File: src/rtl/fetch_unit_v_if.sv
// Fetch-stage bus: ROM address/data, redirect request and the IF/ID valid/ready output.
// fetch_misaligned exists only when FETCH_MISALIGN_EN is defined.
interface fetch_unit_v_if #(
    parameter int ADDR_W = 10
);
    logic [ADDR_W-1:0] rom_addr;
    logic [31:0]       rom_instr;
    logic              redirect_valid;
    logic [31:0]       redirect_pc;
    logic              id_ready;
    logic              out_valid;
    logic [31:0]       out_pc;
    logic [31:0]       out_instr;
`ifdef FETCH_MISALIGN_EN
    logic              fetch_misaligned;

    modport master (
        output rom_addr,
        input  rom_instr,
        input  redirect_valid,
        input  redirect_pc,
        input  id_ready,
        output out_valid,
        output out_pc,
        output out_instr,
        output fetch_misaligned
    );

    modport slave (
        input  rom_addr,
        output rom_instr,
        output redirect_valid,
        output redirect_pc,
        output id_ready,
        input  out_valid,
        input  out_pc,
        input  out_instr,
        input  fetch_misaligned
    );
`else
    modport master (
        output rom_addr,
        input  rom_instr,
        input  redirect_valid,
        input  redirect_pc,
        input  id_ready,
        output out_valid,
        output out_pc,
        output out_instr
    );

    modport slave (
        input  rom_addr,
        output rom_instr,
        output redirect_valid,
        output redirect_pc,
        output id_ready,
        input  out_valid,
        input  out_pc,
        input  out_instr
    );
`endif
endinterface

File: src/rtl/fetch_unit_v.sv
// Instruction fetch: owns the PC, drives the synchronous ROM and registers IF/ID output.
// Define FETCH_MISALIGN_EN to flag misaligned redirects and halt fetch until reset.
module fetch_unit_v #(
    parameter logic [31:0] RESET_PC = 32'h0000_0000,
    parameter int          ADDR_W   = 10
) (
    input logic            clk,
    input logic            rst,
    fetch_unit_v_if.master bus
);
    localparam logic [31:0] NOP = 32'h0000_0013;

    logic [31:0] pc_req;
    logic [31:0] pc_f;
    logic        f_valid;
    logic        out_valid;
    logic [31:0] out_pc;
    logic [31:0] out_instr;
    logic        out_load;
    logic        adv;
    logic        flush;
    logic        halted;
    logic [31:0] redirect_target;

`ifdef FETCH_MISALIGN_EN
    typedef enum logic {
        RUN,
        HALT
    } mode_e;

    mode_e mode;
    mode_e mode_next;
    logic  misaligned_redirect;

    always_ff @(posedge clk or posedge rst) begin
        if (rst) begin
            mode <= RUN;
        end else begin
            mode <= mode_next;
        end
    end

    always_comb begin
        mode_next           = mode;
        misaligned_redirect = bus.redirect_valid && (bus.redirect_pc[1:0] != 2'b00);
        if (mode == RUN && misaligned_redirect) begin
            mode_next = HALT;
        end
    end

    assign halted               = (mode == HALT);
    assign bus.fetch_misaligned = halted;
`else
    assign halted = 1'b0;
`endif

    assign flush           = bus.redirect_valid && !halted;
    assign redirect_target = bus.redirect_pc & ~32'h3;
    assign out_load        = f_valid && (!out_valid || bus.id_ready);
    assign adv             = !f_valid || out_load;

    // Without advancing, re-issue the pending address so rom_instr stays valid next cycle.
    assign bus.rom_addr = adv ? pc_req[ADDR_W+1:2] : pc_f[ADDR_W+1:2];

    always_ff @(posedge clk or posedge rst) begin
        if (rst) begin
            pc_req    <= RESET_PC;
            pc_f      <= '0;
            f_valid   <= 1'b0;
            out_valid <= 1'b0;
            out_pc    <= '0;
            out_instr <= NOP;
        end else if (flush) begin
            pc_req    <= redirect_target;
            f_valid   <= 1'b0;
            out_valid <= 1'b0;
        end else if (!halted) begin
            if (out_load) begin
                out_pc    <= pc_f;
                out_instr <= bus.rom_instr;
                out_valid <= 1'b1;
            end else if (out_valid && bus.id_ready && !f_valid) begin
                out_valid <= 1'b0;
            end
            if (adv) begin
                pc_f    <= pc_req;
                f_valid <= 1'b1;
                pc_req  <= pc_req + 32'd4;
            end
        end
    end

    assign bus.out_valid = out_valid;
    assign bus.out_pc    = out_pc;
    assign bus.out_instr = out_instr;
endmodule
File: src/flat_wrapper.sv
// flat-port wrapper written by rule: the top's interface ports become plain ports
module fetch_unit_v_flat 
#(
    parameter logic [31:0] RESET_PC = 32'h0000_0000,
    parameter int          ADDR_W   = 10
)
  (clk, rst, bus_rom_addr, bus_rom_instr, bus_redirect_valid, bus_redirect_pc, bus_id_ready, bus_out_valid, bus_out_pc, bus_out_instr);
  fetch_unit_v_if #(.ADDR_W(ADDR_W)) bus_i ();
  input logic clk;
  input logic rst;
  output wire logic [$bits(bus_i.rom_addr)-1:0] bus_rom_addr;
  input wire logic [$bits(bus_i.rom_instr)-1:0] bus_rom_instr;
  input wire logic [$bits(bus_i.redirect_valid)-1:0] bus_redirect_valid;
  input wire logic [$bits(bus_i.redirect_pc)-1:0] bus_redirect_pc;
  input wire logic [$bits(bus_i.id_ready)-1:0] bus_id_ready;
  output wire logic [$bits(bus_i.out_valid)-1:0] bus_out_valid;
  output wire logic [$bits(bus_i.out_pc)-1:0] bus_out_pc;
  output wire logic [$bits(bus_i.out_instr)-1:0] bus_out_instr;
  assign bus_rom_addr = bus_i.rom_addr;
  assign bus_i.rom_instr = bus_rom_instr;
  assign bus_i.redirect_valid = bus_redirect_valid;
  assign bus_i.redirect_pc = bus_redirect_pc;
  assign bus_i.id_ready = bus_id_ready;
  assign bus_out_valid = bus_i.out_valid;
  assign bus_out_pc = bus_i.out_pc;
  assign bus_out_instr = bus_i.out_instr;
  fetch_unit_v #(.RESET_PC(RESET_PC), .ADDR_W(ADDR_W)) u_core (.clk(clk), .rst(rst), .bus(bus_i));
endmodule
File: config.mk
export PLATFORM = sky130hd
export DESIGN_NAME = fetch_unit_v_flat
export DESIGN_NICKNAME = d
export VERILOG_FILES = /design/src/rtl/fetch_unit_v_if.sv /design/src/rtl/fetch_unit_v.sv /design/src/flat_wrapper.sv
export SDC_FILE = /design/constraint.sdc
export NUM_CORES = 1
export LEC_CHECK = 0
export BUFFER_PORTS_ARGS = -buffer_cell sky130_fd_sc_hd__buf_2
export CAP_MARGIN = 20
export CORE_ASPECT_RATIO = 1.5
export CORE_MARGIN = 4
export CORE_UTILIZATION = 47
export DETAILED_ROUTE_END_ITERATION = 10
export PLACE_DENSITY = 0.75
export SYNTH_ARGS = -nofsm -noshare
export SYNTH_HDL_FRONTEND = slang
export SYNTH_SLANG_ARGS = --single-unit
File: constraint.sdc
create_clock -name clk -period 3.55 [get_ports clk]
set_input_delay 0.5325 -clock clk [delete_from_list [all_inputs] [get_ports clk]]
set_output_delay 0.5325 -clock clk [all_outputs]
set_load 0.02 [all_outputs]
== After elaboration in Yosys (flattened, before gate mapping) ==
Index checks and enable logic that the tools add are counted.

* Logic and storage cells: 27
* Register bits: 130
* Bits of input ports: 68

* Bitwise operators: 1
* Reductions and logical operators: 11
* Multiplexer cells: 8
* $add $sub $neg: 1

{| class="wikitable"
|+ Operators by type and width
! kind !! count
|-
| $mux W32 || 2
|-
| $add A32 B3 Y32 const B || 1
|-
| $mux W10 || 1
|-
| $mux W1 || 5
|-
| $reduce_and A2 Y1 || 2
|-
| $logic_and A1 B1 Y1 || 3
|-
| $reduce_bool A3 Y1 || 1
|-
| $logic_not A1 Y1 || 2
|-
| $logic_or A1 B1 Y1 || 2
|-
| $reduce_bool A2 Y1 || 1
|-
| $not A1 Y1 || 1
|}

== Longest topological paths before layout ==
* Depth in word-level cells: 6
* Depth in mapped cells: 7

== Least setup slack after synthesis ==
OpenSTA, ideal clock, no wires.

* Path type: input-to-reg
* Start: input bus_id_ready
* End: register u_core.pc_req[10]
* Setup time: 0.125 ns
* Setup slack: 1.331 ns
* Arrival time: 2.094 ns
* Stages on the path: 7
* Cell sequence: and3b_1 -> buf_6 -> or4b_4 -> clkbuf_2 -> buf_1 -> xnor2_1 -> mux2_2

* Cells in the longest elaborated chain, start to end: 4

{| class="wikitable"
|+ RTL lines
! item !! RTL line !! text
|-
| from (decl) || flat_wrapper.sv:15 || <nowiki>input wire logic [$bits(bus_i.id_ready)-1:0] bus_id_ready;</nowiki>
|-
| $logic_or A1 B1 Y1 || fetch_unit_v.sv:59 || <nowiki>assign out_load = f_valid && (!out_valid || bus.id_ready);</nowiki>
|-
| $logic_and A1 B1 Y1 || fetch_unit_v.sv:59 ||
|-
| $logic_or A1 B1 Y1 || fetch_unit_v.sv:60 || <nowiki>assign adv = !f_valid || out_load;</nowiki>
|-
| $reduce_bool A2 Y1 (no line) || -- ||
|-
| to (signal assigned) || fetch_unit_v.sv:74 || <nowiki>pc_req <= redirect_target;</nowiki>
|-
| to (signal assigned) || fetch_unit_v.sv:88 || <nowiki>pc_req <= pc_req + 32'd4;</nowiki>
|-
| to (decl) || fetch_unit_v.sv:13 || <nowiki>logic [31:0] pc_req;</nowiki>
|}

No other way between the ends.
A chain may end at the register's enable or synchronous reset.

== Worst setup path after layout ==
* Start: register u_core.pc_req[10]
* End: register u_core.pc_req[25]

* Cells in the longest elaborated chain, start to end: 3

{| class="wikitable"
|+ RTL lines
! item !! RTL line !! text
|-
| $add A32 B3 Y32 || fetch_unit_v.sv:88 ||
|-
| $mux W32 || fetch_unit_v.sv:85 || <nowiki>if (adv) begin</nowiki>
|-
| $mux W32 || fetch_unit_v.sv:73 || <nowiki>end else if (flush) begin</nowiki>
|}

No other way between the ends. The select of a mux whose other input is x is not followed.

==> qor.yml <==
status: "finished, final reports clean"
io_buffers: 138
antenna_found_initial: 1
final-hold-violation-count: 0
grt_pass1_wl_um: 18600
end_kind: "flop"
synthDistinctLibCells: 42
syn2layout_area_growth_pct: 26.6
synth_edf_count: 0
layout_commonest_cell: "buf_2"
tightest_slew_ns: 0.732
yosys_register_bits: 124
synth.avg_cell_area_um2: 12.4
drt-total-wl_um: 11700
relSlewSlack: 0.512
powerDensity_mw_per_mm2: 655
slowest_stage: "or4_4"
crit_buf_inv: 0
peakVddDrop_mv: 0.347
crit_arrival_ns: 2.76
path_delay_family: "simple AND/OR/NAND/NOR gates"
post_drt_wl_per_cell_um: 16.0
ant_nets: 0
ys.flop_type: "dfrtp_1"
crit_path_max_incr_delay_ns: 0.78
synthesis.area_mm2: 0.00537
grt_usage: 0.182
drtIter0Drc: 184
grt_remaining_overflow: 0
synth_top_area_share: 0.564
h-tree-depth: 4
pwr-share-comb: 0.187
cts_buffers: 17
post-route-period-util: 0.688
utilization: 0.612
layout.nets: 638
tns_ns: 0
async_flop_share: 1.00
final_cell_mix: "buf_2, dfrtp_1, mux2_2, nand2_1, or4_1"
gp_congestion: 0.810
hold_path_class: "in2async"
path_cells: "nand4_1 > or4_4 > or4_1 > a31oi_1"
switching_share: 0.280
drcViolationCount: 0
crit_required_ns: 3.87
finalPower_mw: 4.45
synthCells: 434
r2r_slack_ns: 1.11
ys_seq_area_frac: 0.578
p_seq_frac: 0.409
grt_pass1_vias: 3826
clkLatencyLatePin_ns: 0.40
dieHeight_um: 139
critical_path_class: "reg2reg"
path_clk_slew_ns: 0.06
power_leakage_nw: 3.04
cap_viol_max_count: 0
num_io_pins: 143
cts.sinks: 124
dr.pass1.iters: 4
fin_skew_ns: 0.00463
setup_violations: 0
dieArea_mm2: 0.0132
grt_setup_unrepaired: "false"
ctsHoldBuffers: 0
synth_warnings: 0
startpoint_type: "flop"
fin_crit_ns: 2.44
synthTopCellsByArea: "dfrtp_1, mux2_2, nand2_1, or4_1, o31ai_1"
worst-path-max-fanout: 20
slew_viol_final: 0
rows: 47
cts.path.max_buffers: 2
core_mm2: 0.0111
power_switching_mw: 1.25
intPower_mw: 3.21
die_w_um: 95.3
hold_ws_ns: 0.292
fmax_mhz: 409
drive_gt1_frac: 0.481
initial_core_util: 0.483
synth_top_cell_by_area: "dfrtp_1"
cts_root_buffer: "clkbuf_16"
grt_max_degree: 125
vias: 3844
cts_resized: 0
clockPowerShare: 0.404
postCtsSetupRepairBufs: 0
via_per_inst: 5.27
cts_tree: "yes"
hpwl_um: 8160
## area by class of cell
| cell class | count | area [um2] |
|---|---|---|
| antenna | 1 | 2.50 |
| clock inverter | 14 | 193 |
| multi-input combinational | 278 | 2120 |
| timing repair buffer | 143 | 741 |
| tap | 147 | 184 |
| clock buffer | 18 | 429 |
| inverter | 5 | 22.5 |
| sequential | 124 | 3110 |
| fill | 919 | 4320 |
## worst register-to-register path: stages, from the launching register on
cell	delay, ns
dfrtp_1	0.45
nand4_1	0.40
or4_4	0.78
or4_1	0.53
a31oi_1	0.20
## cells by family (layout without fill, tap and decap cells)
group / Yosys count / after routing / share of synthesized area
flip-flops: 124 / 124 / 0.578
adder cells (fa/ha/maj): 1 / 1 / 0.00233
buffers and inverters: 33 / 180 / 0.0289
other: 1 / 3 / 0.000698
multiplexers: 94 / 94 / 0.197
XOR/XNOR: 8 / 8 / 0.0130
AND/OR/NAND/NOR: 127 / 127 / 0.123
AO/OA/AOI/OAI: 46 / 46 / 0.0573
## power groups by stage
stage	logic, mW	registers (mW)	clock network (mW)
global route	0.906	1.85	1.92
CTS	0.852	1.82	1.83
finish	0.835	1.82	1.80
floorplan	0.358	2.02	0
global placement	0.826	1.82	0
detailed placement	0.848	1.85	0
## registers in the layout, indices dropped and copies added, names as in the netlist
signal,cells
u_core.bus.out_instr,32
u_core.bus.out_pc,30
u_core.pc_f,30
u_core.pc_req,30
u_core.bus.out_valid,1
u_core.f_valid,1
## routing by layer
| layer | track usage | wire [um] | vias to the layer above |
|---|---|---|---|
| li1 | - | - | 1834 |
| met1 | 0.206 | 4510 | 1878 |
| met2 | 0.315 | 6120 | 118 |
| met3 | 0.0565 | 901 | 12 |
| met4 | 0.0677 | 132 | 2 |
| met5 | 0 | 13 | - |
## cell usage after synthesis (3+ instances only)
cell and number:
mux2_2 93, nand4_1 6, nor2_1 19, buf_6 3, nand2_1 55, nand3_1 9, buf_1 4, o21ai_0 10
o31ai_1 13, dfstp_2 3, inv_1 4, a31oi_1 14, o211ai_1 5, or4_1 20, dfrtp_1 121, xnor2_1 6
clkbuf_1 18
## path summary, 6_finish.rpt
kind,startpoint,endpoint,cells past startpoint
setup reg to reg,u_core.pc_req[10]$_DFFE_PP0P_,u_core.pc_req[25]$_DFFE_PP0P_,4
max in group asynchronous,rst,u_core.pc_f[31]$_DFFE_PP0P_,3
hold / removal,rst,u_core.bus.out_instr[27]$_DFFE_PP0P_,3
min in group clk,bus_redirect_pc[7],u_core.pc_req[7]$_DFFE_PP0P_,3
hold reg to reg,u_core.bus.out_instr[12]$_DFFE_PP0P_,u_core.bus.out_instr[12]$_DFFE_PP0P_,1
setup / recovery,u_core.pc_req[10]$_DFFE_PP0P_,u_core.pc_req[25]$_DFFE_PP0P_,4
## stage by stage
stage	setup slack (ns)	cells	instance area, um2
floorplan	1.33	435	5380
global placement	0.944	697	6170
detailed placement	0.905	697	6170
CTS	1.11	729	6800
global route	0.956	729	6800
finish	1.11	730	6800
Power figures use the tool's default switching activity.
